[config.mk]
export PLATFORM = sky130hd
export DESIGN_NAME = systolic_seq
export DESIGN_NICKNAME = d
export VERILOG_FILES = /design/src/rtl/systolic_seq.sv
export SDC_FILE = /design/constraint.sdc
export NUM_CORES = 1
export LEC_CHECK = 0
export BUFFER_PORTS_ARGS = -buffer_cell sky130_fd_sc_hd__buf_4
export CORE_ASPECT_RATIO = 1.2
export CORE_MARGIN = 3
export CORE_UTILIZATION = 55
export CTS_CLUSTER_DIAMETER = 80
export DETAILED_ROUTE_END_ITERATION = 6
export GPL_TIMING_DRIVEN = 0
export PLACE_DENSITY = 0.92
export SLEW_MARGIN = 15
export SYNTH_ARGS = -nofsm -noshare
export SYNTH_HDL_FRONTEND = slang
export SYNTH_SLANG_ARGS = --single-unit
[constraint.sdc]
create_clock -name clk -period 12 [get_ports clk]
set_input_delay 1.2 -clock clk [delete_from_list [all_inputs] [get_ports clk]]
set_output_delay 1.2 -clock clk [all_outputs]
set_load 0.02 [all_outputs]
[src/rtl/systolic_seq.sv]
// systolic_seq: job sequencer driving the 2x2 systolic matmul array.
// Optional drain watchdog: define SYSTOLIC_SEQ_TIMEOUT_EN.
module systolic_seq #(
   parameter int MAX_ROWS      = 256,
   parameter int DRAIN_TIMEOUT = 64,
   localparam int RW           = $clog2(MAX_ROWS + 1)
) (
   input  logic          clk,
   input  logic          rst,
   input  logic          cmd_valid,
   output logic          cmd_ready,
   input  logic [15:0]   cmd_w11,
   input  logic [15:0]   cmd_w12,
   input  logic [15:0]   cmd_w21,
   input  logic [15:0]   cmd_w22,
   input  logic [RW-1:0] cmd_rows,
   input  logic [1:0]    cmd_cols,
   input  logic          in_valid,
   output logic          in_ready,
   input  logic [15:0]   in_x1,
   input  logic [15:0]   in_x2,
   output logic [15:0]   sys_data_in_1x,
   output logic [15:0]   sys_data_in_2x,
   output logic          sys_start,
   output logic [15:0]   sys_weight_in_x1,
   output logic [15:0]   sys_weight_in_x2,
   output logic          sys_accept_w_1,
   output logic          sys_accept_w_2,
   output logic          sys_switch_in,
   output logic [15:0]   ub_rd_col_size_in,
   output logic          ub_rd_col_size_valid_in,
   input  logic [15:0]   sys_data_out_x1,
   input  logic [15:0]   sys_data_out_x2,
   input  logic          sys_valid_out_x1,
   input  logic          sys_valid_out_x2,
   output logic          res_valid,
   output logic [15:0]   res_y1,
   output logic [15:0]   res_y2,
   output logic          busy,
   output logic          done,
   output logic          err
);

   typedef enum logic [3:0] {
      IDLE, CFG, LOAD_W0, LOAD_W1, SWITCH, STREAM, FLUSH, DRAIN, DONE
   } state_t;

   state_t        state;
   logic [15:0]   w11, w12, w21, w22;
   logic [RW-1:0] rows, acc_cnt, res_cnt;
   logic          two_cols;
   logic [15:0]   x2_skew, y1_hold;
   logic          collect, got, acc, expired;

   if (MAX_ROWS < 1 || DRAIN_TIMEOUT < 1) begin : g_bad_cfg
      $error("systolic_seq: MAX_ROWS and DRAIN_TIMEOUT must be >= 1");
   end

   // results may already appear while the tail of the job is streaming
   assign collect = (state == STREAM) || (state == FLUSH) || (state == DRAIN);
   assign got     = collect && (two_cols ? sys_valid_out_x2 : sys_valid_out_x1);
   assign acc     = (state == STREAM) && in_valid && in_ready;

`ifdef SYSTOLIC_SEQ_TIMEOUT_EN
   localparam int TW = $clog2(DRAIN_TIMEOUT + 1);
   logic [TW-1:0] wdog;

   assign expired = (state == DRAIN) && !got && (wdog == TW'(DRAIN_TIMEOUT - 1));

   always_ff @(posedge clk or posedge rst) begin
      if (rst) begin
         wdog <= '0;
         err  <= 1'b0;
      end else begin
         if (state != DRAIN || got) wdog <= '0;
         else wdog <= wdog + 1'b1;
         if (expired) err <= 1'b1;
      end
   end
`else
   assign expired = 1'b0;
   assign err     = 1'b0;
`endif

   always_ff @(posedge clk or posedge rst) begin
      if (rst) begin
         state                   <= IDLE;
         cmd_ready               <= 1'b1;
         busy                    <= 1'b0;
         done                    <= 1'b0;
         in_ready                <= 1'b0;
         w11                     <= '0;
         w12                     <= '0;
         w21                     <= '0;
         w22                     <= '0;
         rows                    <= '0;
         acc_cnt                 <= '0;
         res_cnt                 <= '0;
         two_cols                <= 1'b0;
         x2_skew                 <= '0;
         y1_hold                 <= '0;
         sys_data_in_1x          <= '0;
         sys_data_in_2x          <= '0;
         sys_start               <= 1'b0;
         sys_weight_in_x1        <= '0;
         sys_weight_in_x2        <= '0;
         sys_accept_w_1          <= 1'b0;
         sys_accept_w_2          <= 1'b0;
         sys_switch_in           <= 1'b0;
         ub_rd_col_size_in       <= '0;
         ub_rd_col_size_valid_in <= 1'b0;
         res_valid               <= 1'b0;
         res_y1                  <= '0;
         res_y2                  <= '0;
      end else begin
         ub_rd_col_size_valid_in <= 1'b0;
         ub_rd_col_size_in       <= '0;
         sys_accept_w_1          <= 1'b0;
         sys_accept_w_2          <= 1'b0;
         sys_weight_in_x1        <= '0;
         sys_weight_in_x2        <= '0;
         sys_switch_in           <= 1'b0;
         done                    <= 1'b0;

         // row 2 trails row 1 by one cycle, as the array expects
         sys_start      <= acc;
         sys_data_in_1x <= acc ? in_x1 : '0;
         sys_data_in_2x <= sys_start ? x2_skew : '0;
         if (acc) x2_skew <= in_x2;

         res_valid <= got;
         if (collect && sys_valid_out_x1) y1_hold <= sys_data_out_x1;
         if (got) begin
            res_y1  <= two_cols ? y1_hold : sys_data_out_x1;
            res_y2  <= two_cols ? sys_data_out_x2 : '0;
            res_cnt <= res_cnt + 1'b1;
         end else begin
            res_y1 <= '0;
            res_y2 <= '0;
         end

         unique case (state)
            IDLE: begin
               if (cmd_valid) begin
                  w11       <= cmd_w11;
                  w12       <= cmd_w12;
                  w21       <= cmd_w21;
                  w22       <= cmd_w22;
                  rows      <= (cmd_rows == '0) ? RW'(1) : cmd_rows;
                  two_cols  <= (cmd_cols >= 2'd2);
                  acc_cnt   <= '0;
                  res_cnt   <= '0;
                  cmd_ready <= 1'b0;
                  busy      <= 1'b1;
                  ub_rd_col_size_valid_in <= 1'b1;
                  ub_rd_col_size_in <= (cmd_cols >= 2'd2) ? 16'd2 : 16'd1;
                  state     <= CFG;
               end
            end
            CFG: begin
               sys_accept_w_1   <= 1'b1;
               sys_accept_w_2   <= 1'b1;
               sys_weight_in_x1 <= w21;
               sys_weight_in_x2 <= w22;
               state            <= LOAD_W0;
            end
            LOAD_W0: begin
               sys_accept_w_1   <= 1'b1;
               sys_accept_w_2   <= 1'b1;
               sys_weight_in_x1 <= w11;
               sys_weight_in_x2 <= w12;
               state            <= LOAD_W1;
            end
            LOAD_W1: begin
               sys_switch_in <= 1'b1;
               state         <= SWITCH;
            end
            SWITCH: begin
               in_ready <= 1'b1;
               state    <= STREAM;
            end
            STREAM: begin
               if (acc) begin
                  acc_cnt <= acc_cnt + 1'b1;
                  if (acc_cnt + 1'b1 == rows) begin
                     in_ready <= 1'b0;
                     state    <= FLUSH;
                  end
               end
            end
            FLUSH: state <= DRAIN;
            DRAIN: begin
               if (res_cnt == rows || expired) begin
                  done  <= 1'b1;
                  state <= DONE;
               end
            end
            DONE: begin
               busy      <= 1'b0;
               cmd_ready <= 1'b1;
               state     <= IDLE;
            end
            default: state <= IDLE;
         endcase
      end
   end

endmodule

==> results.py <==
metrics = {
    "cts": {
        "cts_setup_buffers": 0,
        "cts_buffer_depth": 3,
        "cts_num_sinks": 235,
        "htree_levels": 1,
        "clk_latency_ns": 0.50,
        "cts_tree": "yes",
        "postCtsHoldBufs": 0,
        "path_clk_slew_ns": 0.06,
        "ctsResizeCount": 0,
        "cts_made_buffers": 22,
        "ctsRootBufferMaster": "clkbuf_16",
    },
    "power": {
        "power_density_nw_per_um2": 220,
        "clockPowerShare": 0.266,
        "switchingPower_w": 0.000887,
        "p_leak_nw": 6.60,
        "internal_power_w": 0.00181,
        "sw_frac_of_total": 0.329,
        "p_seq_frac": 0.443,
        "max-vdd-ir-drop_v": 0.000134,
        "p_comb_frac": 0.291,
    },
    "critical_path": {
        "worstPathRequired_ns": 10.80,
        "cp.arrival_ns": 1.21,
        "crit_start": "sys_accept_w_2",
        "r2r-start": "state[1]",
        "critPathMaxFanout": 2,
        "cp_slowest_cell": "dfrtp_1",
        "crit_path_cell_trace": "buf_4, buf_4",
        "cp-end-kind": "output port",
        "slowest_delay_ns": 0.42,
        "crit_top_cell": "buf_4",
        "rrSetupSlack_ns": 9.71,
        "worstSetupPathType": "reg2out",
        "path_buf_inv": 2,
        "cp_top_family": "flip-flops",
        "startpoint_type": "flip-flop",
    },
    "floorplan": {
        "core_area_sq_um": 16300,
        "dieWidth_um": 124,
        "pin_count": 268,
        "die_area_sq_um": 18400,
        "start_util": 0.567,
        "die_h_um": 148,
        "rows": 51,
    },
    "final_layout": {
        "drive_gt1_frac": 0.308,
        "fin_nets": 1295,
        "final_common_cell": "nand2_1",
        "nFillCells": 1086,
        "syn2layout_area_growth_pct": 32.5,
        "mostFrequentLayoutCells": "nand2_1, buf_4, dfrtp_1",
        "diodes": 0,
    },
    "global_route": {
        "grt_pass1_vias": 7592,
        "grt_pass1_wl_um": 37200,
        "grt_overflow_total": 0,
        "antenna_found_initial": 0,
        "grt_usage": 0.248,
        "grt_max_degree": 99,
    },
    "drt": {
        "ant_nets": 0,
        "drtIter0Drc": 287,
        "vias": 7164,
        "wl_um": 23400,
        "drc": 0,
        "wire_per_inst_um": 17.0,
        "first_pass_iters": 5,
        "via_per_inst": 5.21,
    },
    "status": {
        "status": "finished clean",
    },
    "timing": {
        "whs_ns": 0.475,
        "slew_headroom": 0.529,
        "hold_viol": 0,
        "rsz0062_at_grt": "no",
        "fin_worst_skew_ns": 0.00690,
        "layout_min_cycle_time_ns": 2.41,
        "setup_viol": 0,
        "period_share": 0.201,
        "maxSlewViolCount": 0,
        "max_freq_mhz": 415,
        "setup_tns_ns": 0,
        "tightest_slew_ns": 0.707,
    },
    "placement": {
        "hpwl_um": 16600,
        "port_buffers": 251,
        "place.gp.congestion": 0.834,
    },
    "synth": {
        "ys_seq_elements": 235,
        "ys_types": 54,
        "synth-main-ff-cell": "dfrtp_1",
        "postSynthCellCount": 857,
        "ys.warnings.count": 0,
        "syn_area_sq_um": 9260,
        "async_flop_share": 1.00,
        "ys_seq_area_frac": 0.635,
        "synth_enable_flop_cells": 0,
        "syn-mean-instance-area_sq_um": 10.8,
    },
    "worst_hold_path": {
        "hp-class": "reg2reg",
        "hold_start": "x2_skew[10]",
    },
    "job": {
        "drv_cap": 0,
    },
}
==> flip-flops by register name, indices dropped and copies added (netlist names), 4 cells and up <==
| name | flops |
|---|---|
| w21 | 16 |
| res_y2 | 16 |
| sys_data_in_1x | 16 |
| acc_cnt | 9 |
| w12 | 16 |
| sys_data_in_2x | 16 |
| res_y1 | 16 |
| state | 4 |
| w22 | 16 |
| x2_skew | 16 |
| res_cnt | 9 |
| sys_weight_in_x2 | 16 |
| sys_weight_in_x1 | 16 |
| y1_hold | 16 |
| rows | 9 |
| w11 | 16 |
==> cell families after synthesis <==
kind of cell / share of synthesized area
other: 0.000405
AND/OR/NAND/NOR: 0.200
multiplexers: 0.0401
flip-flops: 0.635
buffers and inverters: 0.0403
AO/OA/AOI/OAI: 0.0569
XOR/XNOR: 0.0246
adder cells (fa/ha/maj): 0.00270
==> Yosys cell counts (all sizes together), types with 14 or more instances <==
| master | instances | area share |
|---|---|---|
| a22o | 35 | 0.033 |
| and2 | 52 | 0.035 |
| buf | 41 | 0.029 |
| clkbuf | 21 | 0.0087 |
| dfrtp | 234 | 0.63 |
| mux2 | 17 | 0.021 |
| mux2i | 18 | 0.019 |
| nand2 | 278 | 0.11 |
| nor2 | 43 | 0.017 |
| o21ai | 14 | 0.0076 |
| xor2 | 15 | 0.014 |
==> worst register-to-register path, delay by kind of cell, from the launching register on <==
family                 cells  cell delay (ns)
AND/OR/NAND/NOR            4             0.66
buffers and inverters      4             1.18
flip-flops                 1             0.38
==> layout make-up <==
cell class	count	area, sq um	share of cell area
plain buffers	62	350	0.0286
clock buffers	28	604	0.0493
clock inverters	12	141	0.0115
inverters	6	30.0	0.00245
multi-input cells	568	3050	0.249
flip-flops and latches	235	5880	0.479
well taps	212	265	0.0216
repair buffers	253	1940	0.158
==> routing by layer <==
metal,track usage,vias to the layer above,wire length (um)
li1,-,3323,-
met1,0.278,3479,8300
met2,0.459,296,12500
met3,0.0557,66,1640
met4,0.102,0,936
met5,0,-,0
==> final timing paths <==
path                                        to  cells past startpoint
worst max register to register          w22[2]                      8
worst min register to register     x2_skew[10]                      2
min in group asynchronous            res_y2[9]                      2
worst min-delay path               x2_skew[10]                      2
max in group asynchronous            cmd_ready                      4
worst max-delay path            sys_accept_w_2                      2
==> stage by stage <==
step                worst slack, ns  power, W  area, sq um  utilization  std cells
CTS                            9.57   0.00271        12300        0.751       1376
global placement               2.23   0.00192        11500        0.701       1334
finish                         9.59   0.00269        12300        0.751       1376
floorplan                      4.36   0.00169         9310            -        871
global route                   9.56   0.00284        12300        0.751       1376
detailed placement             9.28   0.00198        11500        0.705       1336
==> power groups by stage <==
stage / registers [W] / clock network, W / logic (W)
after floorplan: 0.00124 / 0 / 0.000449
after global placement: 0.00118 / 0 / 0.000739
after detailed placement: 0.00120 / 0 / 0.000780
after CTS: 0.00119 / 0.000725 / 0.000791
after global routing: 0.00122 / 0.000757 / 0.000868
final: 0.00119 / 0.000716 / 0.000784
Note: power is estimated with default switching activity, not from simulation.
